File: src/rtl/led_arb_pkg.sv
// rtl/led_arb_pkg.sv - shared state encodings and source indices for the LED arbiter
package led_arb_pkg;

    typedef enum logic [1:0] {
        IDLE  = 2'd0,
        SHOW  = 2'd1,
        BLANK = 2'd2
    } led_arb_state_t;

    localparam logic [1:0] SRC_ERR   = 2'd0;
    localparam logic [1:0] SRC_CYLON = 2'd1;
    localparam logic [1:0] SRC_STAT  = 2'd2;
    localparam logic [1:0] SRC_ACT   = 2'd3;

endpackage

File: src/rtl/led_tick_gen.sv
// rtl/led_tick_gen.sv - free-running prescaler producing a tick every 2^MXPRE clocks
module led_tick_gen #(
    parameter int MXPRE = 24
) (
    input  logic clock,
    input  logic reset,
    output logic tick
);

    logic [MXPRE-1:0] prescaler;

    // Free-running up-counter; only reset can realign the tick phase
    always_ff @(posedge clock) begin
        if (reset) begin
            prescaler <= '0;
        end else begin
            prescaler <= prescaler + 1'b1;
        end
    end

    assign tick = &prescaler;

endmodule

File: src/rtl/led_source_arbiter.sv
// rtl/led_source_arbiter.sv - fixed-priority LED bank sharing with dwell, error preemption and blank gaps
module led_source_arbiter
    import led_arb_pkg::*;
#(
    parameter int MXPRE = 24,
    parameter int DWELL = 4
) (
    input  logic        clock,
    input  logic        reset,
    input  logic [3:0]  req,
    input  logic [15:0] src0_q,
    input  logic [15:0] src1_q,
    input  logic [15:0] src2_q,
    input  logic [15:0] src3_q,
    input  logic        force_en,
    input  logic [1:0]  force_src,
    output logic [3:0]  grant,
    output logic [1:0]  sel,
    output logic [15:0] q,
    output logic        switching
);

    localparam logic [3:0] DWELL_MAX = 4'(DWELL);

    led_arb_state_t state;
    led_arb_state_t state_nxt;
    logic [1:0]     sel_nxt;
    logic           take_grant;
    logic [3:0]     ereq;
    logic [1:0]     hp;
    logic [3:0]     dwell;
    logic           dwell_done;
    logic           tick;
    logic [15:0]    src_mux;

    led_tick_gen #(
        .MXPRE(MXPRE)
    ) u_tick_gen (
        .clock(clock),
        .reset(reset),
        .tick (tick)
    );

    assign ereq       = force_en ? (4'b0001 << force_src) : req;
    assign dwell_done = (dwell == DWELL_MAX);

    // Priority encoder: lowest set request index wins
    always_comb begin
        hp = 2'd0;
        for (int i = 3; i >= 0; i--) begin
            if (ereq[i]) begin
                hp = 2'(i);
            end
        end
    end

    // Pattern mux for the currently selected source
    always_comb begin
        case (sel)
            2'd0:    src_mux = src0_q;
            2'd1:    src_mux = src1_q;
            2'd2:    src_mux = src2_q;
            default: src_mux = src3_q;
        endcase
    end

    // Next-state logic: grant from IDLE/BLANK, exit SHOW on drop, error preemption or expired dwell
    always_comb begin
        state_nxt  = state;
        sel_nxt    = sel;
        take_grant = 1'b0;
        case (state)
            IDLE: begin
                if (|ereq) begin
                    state_nxt  = SHOW;
                    sel_nxt    = hp;
                    take_grant = 1'b1;
                end
            end
            SHOW: begin
                if (!ereq[sel] || ((hp < sel) && ((hp == SRC_ERR) || dwell_done))) begin
                    state_nxt = BLANK;
                end
            end
            BLANK: begin
                if (tick) begin
                    if (|ereq) begin
                        state_nxt  = SHOW;
                        sel_nxt    = hp;
                        take_grant = 1'b1;
                    end else begin
                        state_nxt = IDLE;
                    end
                end
            end
            default: state_nxt = IDLE;
        endcase
    end

    // State register
    always_ff @(posedge clock) begin
        if (reset) begin
            state <= IDLE;
        end else begin
            state <= state_nxt;
        end
    end

    // Dwell counter: cleared on each grant, counts ticks while shown, saturates at DWELL
    always_ff @(posedge clock) begin
        if (reset || take_grant) begin
            dwell <= 4'd0;
        end else if ((state == SHOW) && tick && !dwell_done) begin
            dwell <= dwell + 4'd1;
        end
    end

    // Registered outputs; q lags grant by one clock and is blank outside SHOW
    always_ff @(posedge clock) begin
        if (reset) begin
            grant     <= 4'd0;
            sel       <= 2'd0;
            q         <= 16'd0;
            switching <= 1'b0;
        end else begin
            grant     <= (state_nxt == SHOW) ? (4'b0001 << sel_nxt) : 4'd0;
            sel       <= sel_nxt;
            switching <= take_grant;
            q         <= (state == SHOW) ? src_mux : 16'd0;
        end
    end

endmodule

File: config.mk
export PLATFORM = sky130hd
export DESIGN_NAME = led_source_arbiter
export DESIGN_NICKNAME = d
export VERILOG_FILES = /design/src/rtl/led_arb_pkg.sv /design/src/rtl/led_tick_gen.sv /design/src/rtl/led_source_arbiter.sv
export SDC_FILE = /design/constraint.sdc
export NUM_CORES = 1
export LEC_CHECK = 0
export ABC_AREA = 1
export CAP_MARGIN = 10
export CORE_MARGIN = 1
export CORE_UTILIZATION = 41
export CTS_BUF_LIST = sky130_fd_sc_hd__clkbuf_4 sky130_fd_sc_hd__clkbuf_8
export DETAILED_ROUTE_END_ITERATION = 8
export GPL_TIMING_DRIVEN = 0
export PLACE_DENSITY = 0.85
export SLEW_MARGIN = 5
export SYNTH_ARGS = -nofsm -noshare
export SYNTH_HDL_FRONTEND = slang
export SYNTH_SLANG_ARGS = --single-unit
export TNS_END_PERCENT = 100
File: constraint.sdc
create_clock -name clock -period 1.6 [get_ports clock]
set_input_delay 0.24 -clock clock [delete_from_list [all_inputs] [get_ports clock]]
set_output_delay 0.24 -clock clock [all_outputs]
set_load 0.03 [all_outputs]
==> results.md, run 1 <==
* Failing checks: negative setup slack
* Worst Tran Pin Value at 493 ps
* Post-Synth XOR/XNOR Area at 0.0269
* Via count at 2,915
* CTS tree: built
* Compound-Gate Fraction of Synth Area at 0.0696
* Die W at between 80 and 90 µm
* Htree depth at 2
* Synth Register Bits at 53
* RSZ-0062 raised after global routing: true
* Mapped cell area at ~2600 µm²
* Worst EP required at 1860 ps
* Final nets at 586
* CP max stage delay at about 370 ps
* Global route overflow at 0
* 1st-iter DRT viols at 182
* # port buffers at 95
* LEAKAGE at 1.75 nW
* Crit Path Max Fanout at 4
* Crit. End Element: flop
* Syn nets at approximately 470
* Status: finished with violations
* Cell family with most CP delay: simple AND/OR/NAND/NOR gates
* WP buf/inv at 1
* Worst path arrival time at 2010 ps
* Fraction of layout cells with a size suffix above 1 at 0.178
* Worst path slowest cell: dfxtp_2
* Area delta synth->final at 57.1%
* Setup violators final at 16
* Vias per cell at 4.97
* First-pass GRT wire length at 11,300 µm
* Final hold violations at 0
* Drt first pass iters at 4
* GRT Total Usage at 0.220
* Max cap viols at 0
* Ys Warns at 0
* Vias in the first global route at 2,533
* Final period util at 1.09
* Root buffer cell: clkbuf_8
* Sequential element share of the synthesized area at 0.407
* Wire per inst at 13.1 µm
* TritonCTS Buffers at 5
* Worst-Skew Late Latency at approximately 320 ps
* Sink Count at between 50 and 60
* HPWL after DPL at 5390 µm
* Core ar. at 6030 µm²
* Minimum clock period at 1750 ps
* Post-synthesis adder-cell area fraction at 0.0144
* Crit path cell chain: ha_4 > nand2_4 > nor2_4 > nand3_2 > nor2_2 > nand2_2 > nand2_4 > nand2_4 > nor2_4 > inv_2 > nand2_4 > nand3_2 > nor2_1
* Synth Instances at around 390
* Number of remaining DRC errors at 0
* Crit path kind: flop to flop
* Post-Syn Area per Cell at 6.63 µm²
* Fmax at between 500 and 600 MHz
* Initial antenna violation count at 0
* Mux share of post-synthesis cell area at 0
* Fillers at 451
* Simple-Gate Fraction of Synth Area at 0.395
* Crit start category: flop
* Site Rows at 28
* Die ar. at 6680 µm²
* Final Max Slew Viols at 0
* Cell Pwr Density at 786 nW/µm²
* Setup TNS at -1380 ps
* Worst Skew at 19.5 ps
* Clock transition at the registers of the reported paths at 120 ps
* Yosys cell types at 28
* Worst IR Drop VDD at 0.452 mV
* Drt total wl at 7700 µm
* Clock buffer depth at 2
* Slack of the critical path at -150 ps
* Gp weighted congestion at a little over 0.8
* Post-placement worst setup slack at -457 ps
* Min-Delay Path Class: flop to flop
* Slew margin rel. at 0.671
* Initial Utilization at 0.433
* Final ANT Viol Nets at 0
* Cell mode on critical path: nand2_4
* Io pins at 96
* N_diodes at 0
* Largest family of logic cells by synthesized area: simple AND/OR/NAND/NOR gates
* Largest net degree at the start of global routing at 19
* Die Span Y at 81.7 µm
[cells in the final DEF (no fill, tap or decap), types with 4 or more instances in the layout]
| cell | n |
|---|---|
| nand2_1 | 128 |
| a21oi_1 | 13 |
| clkbuf_2 | 5 |
| clkbuf_8 | 5 |
| nand3_2 | 4 |
| clkdlybuf4s50_1 | 89 |
| nor2_4 | 8 |
| nand2_2 | 5 |
| dlymetal6s2s_1 | 4 |
| nand2_4 | 4 |
| nor2_2 | 13 |
| nand3_1 | 13 |
| o21ai_0 | 4 |
| buf_4 | 13 |
| dfxtp_2 | 4 |
| nor2_1 | 28 |
| inv_2 | 7 |
| xor2_1 | 4 |
| nor3_1 | 6 |
| dfxtp_1 | 49 |
| nand4_1 | 23 |
| inv_1 | 44 |
| a21oi_2 | 6 |
[report_power, final]
part	switching (mW)	internal [mW]	total [mW]
clock network	0.491	0.317	0.809
registers	0.0438	1.39	1.44
logic	0.538	0.436	0.974
total	1.07	2.15	3.22
[area by class of cell]
| type | count | area [µm²] | share of cell area |
|---|---|---|---|
| buffer | 8 | 38.8 | 0.00947 |
| clock buffer | 5 | 68.8 | 0.0168 |
| clock inverter | 3 | 25.0 | 0.00611 |
| inverter | 52 | 195 | 0.0477 |
| multi-input combinational | 280 | 1530 | 0.373 |
| sequential | 53 | 1070 | 0.260 |
| tap | 75 | 93.8 | 0.0229 |
| timing repair buffer | 110 | 1080 | 0.263 |
[routing by layer]
metal / up-vias / GRT usage / share of wire / wire, µm
li1: 1477 / - / - / -
met2: 99 / 0.358 / 0.50 / 3870
met5: - / 0 / 0 / 0
met3: 15 / 0.0522 / 0.055 / 421
met4: 0 / 0.0860 / 0.021 / 165
met1: 1324 / 0.280 / 0.42 / 3240
[worst reg2reg max path: cells and delay by family (launching register included)]
kind / cells / cell delay (ps)
flops: 1 / 370
buf+inv: 1 / 80
fa+ha+maj: 1 / 150
simple gates: 11 / 1080
[metrics by stage]
step                 util  power (mW)  instances  hold WS [ps]  cell area [µm²]
floorplan               -        1.91        393           388             2610
global route        0.680        3.37        586           505             4100
finish              0.680        3.22        586           481             4100
CTS                 0.649        3.14        580           480             3910
detailed placement  0.606        2.30        563           430             3650
global placement    0.606        2.29        563           416             3650
[synthesized netlist by cell type]
| cell | number | area share |
|---|---|---|
| clkinv_1 | 1 | 0.0014 |
| xor2_1 | 4 | 0.013 |
| nand3_1 | 18 | 0.035 |
| nor2_1 | 42 | 0.060 |
| clkbuf_1 | 6 | 0.0086 |
| xnor2_1 | 4 | 0.013 |
| dfxtp_1 | 53 | 0.41 |
| inv_2 | 3 | 0.0043 |
| nor3b_1 | 1 | 0.0029 |
| buf_1 | 1 | 0.0014 |
| ha_1 | 3 | 0.014 |
| a211oi_1 | 1 | 0.0029 |
| o21ba_2 | 1 | 0.0038 |
| nor3_2 | 1 | 0.0038 |
| inv_1 | 48 | 0.069 |
| nor2_2 | 6 | 0.014 |
| nand4_1 | 23 | 0.055 |
| a221oi_1 | 1 | 0.0034 |
| buf_2 | 1 | 0.0019 |
| o21ai_0 | 8 | 0.015 |
| o22ai_2 | 1 | 0.0048 |
| a21oi_1 | 19 | 0.036 |
| nand2_1 | 134 | 0.19 |
| o211ai_1 | 1 | 0.0029 |
| nand2_2 | 3 | 0.0072 |
| nor2_4 | 1 | 0.0043 |
| nor3_1 | 6 | 0.012 |
| nand3_2 | 2 | 0.0077 |
[flip-flops by register name, indices dropped and copies added, names as in the netlist]
name / cells
dwell: 4
state: 2
u_tick_gen.prescaler: 24
grant: 4
q: 16
sel: 2
switching: 1
[final timing paths]
| kind | from | to | slack [ps] | depth (start not counted) |
|---|---|---|---|---|
| setup / recovery | u_tick_gen.prescaler[1] | grant[2] | -150 | 13 |
| hold / removal | u_tick_gen.prescaler[18] | u_tick_gen.prescaler[18] | 480 | 2 |
| setup reg to reg | u_tick_gen.prescaler[1] | grant[2] | -150 | 13 |
| hold reg to reg | u_tick_gen.prescaler[18] | u_tick_gen.prescaler[18] | 480 | 2 |
[cells by family (layout without fill, tap and decap cells)]
family / after synthesis / count (layout)
compound gates: 32 / 32
xor+xnor: 8 / 8
fa+ha+maj: 3 / 3
buf+inv: 60 / 178
flops: 53 / 53
simple gates: 237 / 237
[timing repair]
item	in CTS	in global routing
setup endpoints to repair	33	44
hold buffers	0	0
resized for setup	35	44
pin swaps	13	15
buffers inserted	9	6
(Power assumes the default switching activity.)
==> inputs of run 2 (changes only) <==
--- a/config.mk
+++ b/config.mk
@@ -7,6 +7,7 @@
 export LEC_CHECK = 0
 export ABC_AREA = 1
 export CAP_MARGIN = 10
+export CORE_ASPECT_RATIO = 0.75
 export CORE_MARGIN = 1
 export CORE_UTILIZATION = 41
 export CTS_BUF_LIST = sky130_fd_sc_hd__clkbuf_4 sky130_fd_sc_hd__clkbuf_8
==> run 2 against run 1 <==
Compared with the run above: the flow still finishes with violations (negative setup slack); worst hold slack improved by 7.5 ps; register-to-register slack got worse by 40 ps; combinational power about the same; routed wire length increased by 14%; die area about the same; fmax decreased by 2.5%; clock power decreased by 3.1%; non-clock buffer count increased by 2; clock skew decreased by 13 ps; power decreased by 0.68%; worst setup slack got worse by 44 ps; utilization increased by 0.53 points.
==> results.md, run 2 (synthesized netlist as in run 1, its figures left out) <==
* Slew margin rel. at 0.600 (-0.0714)
* Top Layer Used: met4
* Status: finished with violations
* Io pins at 96 (unchanged)
* CTS Hold Bufs at 0 (unchanged)
* Most common cell after layout, fill and taps aside: nand2_1
* GRT Total Usage at 0.245 (+0.0245)
* HPWL after DPL at 5920 µm (+9.8%)
* Fmax at 557 MHz (-2.5%)
* Final Max Slew Viols at 0 (unchanged)
* Pint at 2.16 mW (+0.61%)
* Fraction of layout cells with a size suffix above 1 at 0.173 (-0.00459)
* Initial antenna violation count at 0 (unchanged)
* Sw frac at 0.325 (-0.00870)
* Setup violators final at 23 (+7)
* Worst EP required at 1810 ps (-50 ps)
* Htree depth at 2 (unchanged)
* Top flop regs: u_tick_gen.prescaler (24), q (16)
* Worst Tran Pin Value at 600 ps (+107 ps)
* PnR Total Power at 3.20 mW (-0.68%)
* Final ANT Viol Nets at 0 (unchanged)
* Combinational Power Share at 0.306 (+0.004)
* Site Rows at 24 (-14%)
* TritonCTS Buffers at 5 (unchanged)
* Crit start category: flop
* Clock transition at the registers of the reported paths at 100 ps (-20 ps)
* CTS tree: built
* Die ar. at 6680 µm² (about the same)
* Most frequent cells in the layout: nand2_1, clkdlybuf4s50_1, dfxtp_1
* Gp weighted congestion at 0.900 (+10%)
* Wire per inst at 14.9 µm (+13%)
* Clock power frac at 0.245 (-0.006)
* # port buffers at 95 (unchanged)
* Final hold violations at 0 (unchanged)
* Vias in the first global route at 2,804 (+11%)
* RSZ-0062 raised after global routing: true
* Number of remaining DRC errors at 0 (unchanged)
* Crit. End Element: flop
* Met1 Wirelength at 3510 µm (+8.5%)
* Worst-Skew Late Latency at 320 ps (about the same)
* DR WL met2 at 4190 µm (+8.1%)
* Die W at 94.1 µm (+15%)
* Clock buffer depth at 2 (unchanged)
* Max cap viols at 0 (unchanged)
* Initial Utilization at 0.436 (+0.00362)
* Met3 wire len at 725 µm (+72%)
* Slack of the critical path at -194 ps (-44.2 ps)
* Via count at 3,078 (+5.6%)
* Min-Delay Path Class: flop to flop
* 1st-iter DRT viols at 261 (+43%)
* Die Span Y at 71.0 µm (-13%)
* Sink Count at 53 (unchanged)
* LEAKAGE at 1.72 nW (-1.5%)
* Drt total wl at 8780 µm (+14%)
* Final nets at 588 (+0.34%)
* First-pass GRT wire length at 12,700 µm (+12%)
* Final period util at 1.12 (+0.0276)
* Global route overflow at 0 (unchanged)
* Vias per cell at 5.21 (+4.7%)
* Max FFs per register at 24 (unchanged)
* Root buffer cell: clkbuf_8
* Minimum clock period at 1790 ps (+44.2 ps)
* Worst path arrival time at 2010 ps (about the same)
* Crit path kind: flop to flop
* Top reg by flops: u_tick_gen.prescaler
* Worst IR Drop VDD at 0.443 mV (-2.0%)
* Largest net degree at the start of global routing at 17 (-2)
* Crit Path Max Fanout at 4 (unchanged)
* Sequential Power Share at 0.449 (+0.003)
* Area delta synth->final at 57.0% (about the same)
* Cell Pwr Density at 781 nW/µm² (-0.62%)
* N_diodes at 0 (unchanged)
* Setup TNS at -2490 ps (-1110 ps)
* Failing checks: negative setup slack
* Switch Pwr at 1.04 mW (-3.3%)
* Fillers at 444 (-1.6%)
* Drt first pass iters at 5 (+1)
* Worst Skew at 6.35 ps (-13.1 ps)
* Core ar. at 5980 µm² (-0.83%)
-- run 2: changes by cell type in the layout (fill, tap and decap cells not counted), sizes merged --
cell / previous run / this run
buf: 18 / 19
clkbuf: 10 / 12
clkdlybuf4s50: 89 / 90
clkinv: 2 / 0
clkinvlp: 1 / 3
dlymetal6s2s: 4 / 3
inv: 52 / 51
-- run 2: power by group through the flow --
stage / logic [mW] / registers (mW) / clock network [mW]
after CTS: 0.905 / 1.43 / 0.779
after global routing: 1.05 / 1.44 / 0.866
final: 0.977 / 1.44 / 0.784
after floorplan: 0.348 / 1.56 / 0
after detailed placement: 0.858 / 1.45 / 0
after global placement: 0.841 / 1.45 / 0
-- run 2: what timing repair did --
item                                    CTS  global route
buffers inserted                         10             7
pin swaps                                 8             9
endpoints found under the setup margin   42            45
gates resized for setup                  42            33
hold endpoints to repair                  0             0
-- run 2: per-layer routing --
metal,global-route usage,vias to the layer above
met5,0,-
met4,0.104,0
met3,0.0484,42
met2,0.407,170
met1,0.309,1386
li1,-,1480
-- run 2: cell type report --
type,instances,area [µm²],area share
well taps,78,97.6,0.0238
inverters,52,199,0.0486
repair buffers,112,1090,0.267
clock inverters,2,15.0,0.00367
multi-input cells,280,1500,0.367
clock buffers,6,76.3,0.0186
plain buffers,8,41.3,0.0101
flip-flops and latches,53,1070,0.261
-- run 2: path summary, 6_finish.rpt --
path	start	end	slack (ps)	cells past startpoint
setup / recovery	u_tick_gen.prescaler[7]	dwell[1]	-190	12
setup reg to reg	u_tick_gen.prescaler[7]	dwell[1]	-190	12
hold / removal	u_tick_gen.prescaler[21]	u_tick_gen.prescaler[21]	490	2
hold reg to reg	u_tick_gen.prescaler[21]	u_tick_gen.prescaler[21]	490	2
-- run 2: critical path, stage by stage, from the launching register on --
cell and delay [ps]:
dfxtp_1 360, inv_1 120, nor2_2 240, nand3_2 130
nor2_2 110, nand2_2 90, nand2_4 90, nand2_4 70
nor2_4 150, inv_2 60, buf_4 130, nand2_2 90
a21oi_1 60
-- run 2: per-stage QoR --
stage	area, µm²	utilization	cells	hold slack, ps	setup slack [ps]
after floorplan	2610	-	393	388	58.6
after global placement	3650	0.612	566	417	-393
after detailed placement	3650	0.612	566	429	-472
after CTS	3950	0.661	584	486	-116
after global routing	4090	0.685	591	512	-303
final	4090	0.685	591	489	-194
